[src/rtl/bmp280_seq_pkg.sv]
// bmp280_seq_pkg: shared definitions for the BMP280 sequencer.
//  Register addresses, chip ID, SPI frame bit positions, FSM state encoding
//  and a helper that packs a 16-bit spi_msg frame.
//  The chip-ID constants exist only when BMP280_ID_CHECK_EN is defined.
package bmp280_seq_pkg;

   localparam logic [7:0] REG_CTRL_MEAS = 8'hF4;
   localparam logic [7:0] REG_CONFIG    = 8'hF5;
   localparam logic [7:0] REG_PRESS_MSB = 8'hF7;
`ifdef BMP280_ID_CHECK_EN
   localparam logic [7:0] REG_ID        = 8'hD0;
   localparam logic [7:0] CHIP_ID       = 8'h58;
`endif

   localparam int FRM_RW_BIT   = 15;
   localparam int FRM_ADDR_MSB = 14;
   localparam int FRM_ADDR_LSB = 8;
   localparam int FRM_DATA_MSB = 7;

   typedef enum logic [2:0] {
      ST_IDLE,
      ST_ID,
      ST_CFG,
      ST_MEAS,
      ST_WAIT,
      ST_RD,
      ST_PUB
   } state_t;

   // Register address bit 7 is not carried in the frame; the R/W bit takes its place.
   function automatic logic [15:0] frame(input logic rd, input logic [6:0] addr,
                                         input logic [7:0] data);
      logic [15:0] f;
      f = '0;
      f[FRM_RW_BIT] = rd;
      f[FRM_ADDR_MSB:FRM_ADDR_LSB] = addr;
      f[FRM_DATA_MSB:0] = data;
      return f;
   endfunction

endpackage

[src/rtl/bmp280_seq_poll_timer.sv]
// bmp280_seq_poll_timer: poll interval counter.
//  Counts 0..POLL_DIV-1 while i_clr is low and holds at POLL_DIV-1 (never wraps).
//  Ports:
//   clk12MHz  in  system clock
//   rst       in  synchronous active-high reset
//   i_clr     in  hold the counter at 0
//   o_expire  out counter has reached POLL_DIV-1
module bmp280_seq_poll_timer #(
   parameter int POLL_DIV = 1200000
) (
   input  logic clk12MHz,
   input  logic rst,
   input  logic i_clr,
   output logic o_expire
);

   localparam int CW = (POLL_DIV > 1) ? $clog2(POLL_DIV) : 1;
   localparam logic [CW-1:0] LAST = CW'(POLL_DIV - 1);

   logic [CW-1:0] r_cnt;

   always_ff @(posedge clk12MHz) begin
      if (rst) begin
         r_cnt <= '0;
      end else if (i_clr) begin
         r_cnt <= '0;
      end else if (r_cnt != LAST) begin
         r_cnt <= r_cnt + 1'b1;
      end
   end

   assign o_expire = (r_cnt == LAST);

endmodule

[src/rtl/bmp280_seq.sv]
// bmp280_seq: BMP280 bring-up and polling sequencer in front of spi_msg.
//  Writes config and ctrl_meas once, then every POLL_DIV cycles reads F7..FC
//  and publishes 20-bit raw pressure/temperature words together.
//  Optional feature macro: BMP280_ID_CHECK_EN (reads and checks chip ID 0xD0 first).
//  Ports:
//   clk12MHz            in   system clock
//   rst                 in   synchronous active-high reset
//   start               in   pulse: begin init and polling (ignored while busy)
//   spi_go / spi_tx     out  frame request pulse and 16-bit frame
//   spi_done / spi_rx   in   frame complete pulse and received frame
//   press_raw/temp_raw  out  20-bit raw words, updated only with sample_valid
//   sample_valid        out  pulse: raw words updated this cycle
//   busy                out  sequencer active
//   id_err              out  sticky chip-ID mismatch (0 without BMP280_ID_CHECK_EN)
//
//  state   | meaning
//  IDLE    | waiting for start
//  ID      | reading chip ID (BMP280_ID_CHECK_EN only)
//  CFG     | writing config register
//  MEAS    | writing ctrl_meas register
//  WAIT    | poll interval running
//  RD      | reading data byte r_rd_idx (0..5 = F7..FC)
//  PUB     | publishing shadow bytes to the outputs
module bmp280_seq
   import bmp280_seq_pkg::*;
#(
   parameter int         POLL_DIV  = 1200000,
   parameter logic [7:0] CTRL_MEAS = 8'h27,
   parameter logic [7:0] CONFIG    = 8'h00
) (
   input  logic        clk12MHz,
   input  logic        rst,
   input  logic        start,
   output logic        spi_go,
   output logic [15:0] spi_tx,
   input  logic        spi_done,
   input  logic [15:0] spi_rx,
   output logic [19:0] press_raw,
   output logic [19:0] temp_raw,
   output logic        sample_valid,
   output logic        busy,
   output logic        id_err
);

   state_t     r_state;
   logic [2:0] r_rd_idx;
   logic [7:0] r_shadow [6];
   logic       w_expire;
   logic       w_tmr_clr;
   logic [7:0] w_rd_next_addr;
   logic       w_unused_bits;

   // Keeping the timer cleared outside WAIT gives a fresh count on every entry.
   assign w_tmr_clr      = (r_state != ST_WAIT);
   assign w_rd_next_addr = REG_PRESS_MSB + 8'(r_rd_idx) + 8'd1;
   assign w_unused_bits  = ^{spi_rx[15:8], r_shadow[2][3:0], r_shadow[5][3:0]};

   bmp280_seq_poll_timer #(.POLL_DIV(POLL_DIV)) u_timer (
      .clk12MHz (clk12MHz),
      .rst      (rst),
      .i_clr    (w_tmr_clr),
      .o_expire (w_expire)
   );

`ifdef BMP280_ID_CHECK_EN
   logic r_id_err;
   assign id_err = r_id_err;
`else
   assign id_err = 1'b0;
`endif

   always_ff @(posedge clk12MHz) begin
      if (rst) begin
         r_state      <= ST_IDLE;
         r_rd_idx     <= '0;
         spi_go       <= 1'b0;
         spi_tx       <= '0;
         press_raw    <= '0;
         temp_raw     <= '0;
         sample_valid <= 1'b0;
         busy         <= 1'b0;
         for (int i = 0; i < 6; i++) r_shadow[i] <= '0;
`ifdef BMP280_ID_CHECK_EN
         r_id_err     <= 1'b0;
`endif
      end else begin
         spi_go       <= 1'b0;
         sample_valid <= 1'b0;
         case (r_state)
            ST_IDLE: begin
               if (start) begin
                  busy   <= 1'b1;
                  spi_go <= 1'b1;
`ifdef BMP280_ID_CHECK_EN
                  r_id_err <= 1'b0;
                  r_state  <= ST_ID;
                  spi_tx   <= frame(1'b1, REG_ID[6:0], 8'h00);
`else
                  r_state  <= ST_CFG;
                  spi_tx   <= frame(1'b0, REG_CONFIG[6:0], CONFIG);
`endif
               end
            end
`ifdef BMP280_ID_CHECK_EN
            ST_ID: begin
               if (spi_done) begin
                  if (spi_rx[7:0] == CHIP_ID) begin
                     r_state <= ST_CFG;
                     spi_go  <= 1'b1;
                     spi_tx  <= frame(1'b0, REG_CONFIG[6:0], CONFIG);
                  end else begin
                     r_id_err <= 1'b1;
                     busy     <= 1'b0;
                     r_state  <= ST_IDLE;
                  end
               end
            end
`endif
            ST_CFG: begin
               if (spi_done) begin
                  r_state <= ST_MEAS;
                  spi_go  <= 1'b1;
                  spi_tx  <= frame(1'b0, REG_CTRL_MEAS[6:0], CTRL_MEAS);
               end
            end
            ST_MEAS: begin
               if (spi_done) r_state <= ST_WAIT;
            end
            ST_WAIT: begin
               if (w_expire) begin
                  r_state  <= ST_RD;
                  r_rd_idx <= '0;
                  spi_go   <= 1'b1;
                  spi_tx   <= frame(1'b1, REG_PRESS_MSB[6:0], 8'h00);
               end
            end
            ST_RD: begin
               if (spi_done) begin
                  r_shadow[r_rd_idx] <= spi_rx[7:0];
                  if (r_rd_idx == 3'd5) begin
                     r_state <= ST_PUB;
                  end else begin
                     r_rd_idx <= r_rd_idx + 3'd1;
                     spi_go   <= 1'b1;
                     spi_tx   <= frame(1'b1, w_rd_next_addr[6:0], 8'h00);
                  end
               end
            end
            ST_PUB: begin
               press_raw    <= {r_shadow[0], r_shadow[1], r_shadow[2][7:4]};
               temp_raw     <= {r_shadow[3], r_shadow[4], r_shadow[5][7:4]};
               sample_valid <= 1'b1;
               r_state      <= ST_WAIT;
            end
            default: r_state <= ST_IDLE;
         endcase
      end
   end

endmodule
[config.mk]
export PLATFORM = sky130hd
export DESIGN_NAME = bmp280_seq
export DESIGN_NICKNAME = d
export VERILOG_FILES = /design/src/rtl/bmp280_seq_pkg.sv /design/src/rtl/bmp280_seq_poll_timer.sv /design/src/rtl/bmp280_seq.sv
export SDC_FILE = /design/constraint.sdc
export NUM_CORES = 1
export LEC_CHECK = 0
export BUFFER_PORTS_ARGS = -buffer_cell sky130_fd_sc_hd__clkbuf_2
export CORE_ASPECT_RATIO = 0.9
export CORE_MARGIN = 1.5
export CORE_UTILIZATION = 30
export DETAILED_ROUTE_END_ITERATION = 12
export GPL_TIMING_DRIVEN = 1
export SYNTH_ARGS = -nofsm -noshare
export SYNTH_HDL_FRONTEND = slang
export SYNTH_SLANG_ARGS = --single-unit
[constraint.sdc]
create_clock -name clk12MHz -period 5.3 [get_ports clk12MHz]
set_input_delay 0.265 -clock clk12MHz [delete_from_list [all_inputs] [get_ports clk12MHz]]
set_output_delay 0.265 -clock clk12MHz [all_outputs]
set_load 0.05 [all_outputs]
==> impl_metrics.tcl <==
set metrics [dict create \
    status "completed" \
    end_kind "flip-flop" \
    syn_inst 500 \
    cts_buffers 17 \
    cp.arrival_ns 2.51 \
    vdd_ir_drop_max_uv 219 \
    hold_buffers 0 \
    synthArstFlopShare 0 \
    whs_path_depth 3 \
    first_pass_iters 4 \
    fin_cells 773 \
    syn2layout_area_growth_pct 21.8 \
    die_w_um 136 \
    p_int_mw 1.83 \
    worst_clock_skew_ns 0.00925 \
    hpwlAfterDp_um 7240 \
    synth_area_per_cell_um2 9.60 \
    critical_path_required_ns 5.36 \
    fin_crit_ns 2.46 \
    synth-main-ff-cell "dfxtp_1" \
    vias_per_cell 4.61 \
    critical_path_class "flip-flop to flip-flop" \
    drv_slew 0 \
    nets 581 \
    cp-start-kind "flip-flop" \
    synth_top_area_cell "dfxtp_1" \
    cts_setup_buffers 0 \
    hold_class "primary input to flip-flop" \
    finalCritPeriodShare 0.463 \
    final_antenna_net_count 0 \
    p_per_area_nw_per_um2 398 \
    clock_insertion_delay_worst_skew_ns 0.40 \
    p_leak_nw 2.21 \
    seq_area_frac_synth 0.571 \
    fin_setup_tns_ns 0 \
    swShare 0.213 \
    rows 43 \
    cts_max_level 4 \
    cts_num_sinks 117 \
    dieHeight_um 123 \
    dp_cells 741 \
    p_seq_frac 0.412 \
    clockRootBuffer "clkbuf_16" \
    antenna_cells 0 \
    cts.clk_slew.worst_paths_ns 0.05 \
    ys_types 53 \
    worst_slew_pin_slew_ns 0.768 \
    layout-drive-gt1-share 0.201 \
    p_comb_frac 0.049 \
    ys_warn_count 0 \
    remaining_drc_errors 0 \
    clockBufferDepth 2 \
    cts_tree "yes" \
    antenna_found_initial 0 \
    synth_edf_count 40 \
    hold_viol 0 \
    synth_area_leaders "dfxtp_1, edfxtp_1, nand2_1" \
    p_clk_frac 0.539 \
    post-synth-top-count-cell "nand2_1" \
    wl_per_cell_um 13.4 \
    nFillCells 1538 \
    grt_usage 0.129 \
    grt_pass1_vias 3312 \
    cts_resized 0 \
    num_vias 3562 \
    grt-ovfl-total 0 \
    maxCapViolations 0 \
    ff2ff_path_depth 5 \
    fmax_ghz 0.407 \
    grt_start_max_net_pins 46 \
    syn_area_um2 4800 \
    rsz0062_at_grt "false" \
    final-setup-viol-count 0 \
    critical_path.max_fanout 15 \
    synth_common_cells "nand2_1, dfxtp_1, nor2_1" \
    max_slew_margin 0.483 \
    synth_top_cell_area_share 0.321 \
    p_switching_uw 495 \
    grt_pass1_wl_um 16500 \
    die-area_um2 16800 \
    core_area_um2 15500 \
    io_pins 80 \
    gp_congestion 0.770 \
    portBuffers 66 \
    start_util 0.309 \
    finalWirelength_um 10400 \
    ys_ff_latch 117 \
    first_iter_violations 235 \
]
==> kinds of logic (layout without fill, tap and decap cells) <==
| group | after synthesis | count (layout) | share of synthesized area |
|---|---|---|---|
| buf+inv | 49 | 116 | 0.0605 |
| simple gates | 234 | 234 | 0.228 |
| compound gates | 79 | 79 | 0.100 |
| xor+xnor | 15 | 15 | 0.0274 |
| other cells | 1 | 5 | 0.000781 |
| fa+ha+maj | 3 | 3 | 0.00782 |
| flops | 117 | 117 | 0.571 |
| mux | 2 | 2 | 0.00417 |
==> sequential cells by signal, summed over array words and instances (netlist names) <==
name	flops
r_shadow	40
u_timer.r_cnt	21
press_raw	20
temp_raw	20
spi_tx	7
r_rd_idx	3
r_state	3
busy	1
sample_valid	1
spi_go	1
==> layout make-up <==
cell class / instances / area [µm²] / share of cell area
tap: 202 / 253 / 0.0432
clock buffer: 19 / 454 / 0.0776
multi-input combinational: 338 / 1790 / 0.306
clock inverter: 13 / 203 / 0.0347
sequential: 117 / 2740 / 0.469
inverter: 15 / 56.3 / 0.00963
timing repair buffer: 69 / 353 / 0.0603
==> through the flow <==
step	util	setup slack (ns)	total power, mW	area (µm²)	hold WS [ns]
after floorplan	-	3.38	1.08	4820	0.429
after global placement	0.334	2.92	1.09	5190	0.445
after detailed placement	0.334	2.87	1.09	5190	0.446
after CTS	0.376	2.86	2.35	5850	0.170
after global routing	0.376	2.63	2.40	5850	0.198
final	0.376	2.84	2.33	5850	0.202
==> path summary, 6_finish.rpt <==
check / endpoint / start / slack [ns]
max: r_shadow[3][2] / r_state[0] / 2.84
min: busy / start / 0.20
max reg2reg: r_shadow[3][2] / r_state[0] / 2.84
min reg2reg: press_raw[1] / press_raw[1] / 0.45
==> power groups by stage <==
| stage | Clock (mW) | Combinational, mW | Sequential (mW) |
|---|---|---|---|
| 2_1_floorplan | 0 | 0.0820 | 0.995 |
| 3_3_place_gp | 0 | 0.113 | 0.978 |
| 3_5_place_dp | 0 | 0.114 | 0.979 |
| 4_1_cts | 1.28 | 0.115 | 0.960 |
| 5_1_grt | 1.32 | 0.123 | 0.962 |
| 6_report | 1.25 | 0.114 | 0.961 |
==> routing by layer <==
metal / wire [µm] / track usage / up-vias
met4: 95 / 0.0519 / 0
met3: 735 / 0.0476 / 5
met2: 4600 / 0.186 / 86
li1: - / - / 1802
met5: 0 / 0 / -
met1: 4950 / 0.174 / 1669
==> critical path, stage by stage (launching register included) <==
cell      delay [ns]
dfxtp_1         0.70
nand4b_4        0.21
or2_2           0.34
nor2_1          0.17
nand3_1         0.28
nand2b_1        0.41
==> layout by cell type (no fill, tap or decap), drive strengths merged, types with 2 or more instances in the layout <==
cell      instances
nand2           102
clkbuf           85
dfxtp            77
nor2             72
a21oi            54
edfxtp           40
inv              15
xor2             11
nand3            10
nor3              8
nand4             8
or3               5
a31oi             5
conb              5
bufinv            5
nand2b            5
clkinv            5
nand3b            4
xnor2             4
o21ai             4
a211oi            4
or2               3
and3              3
ha                3
clkinvlp          3
buf               3
nor4              3
nor2b             2
and2              2
o211ai            2
mux2i             2
nand4b            2
o22ai             2
a2bb2oi           2
o41ai             2
(Power assumes the default switching activity.)
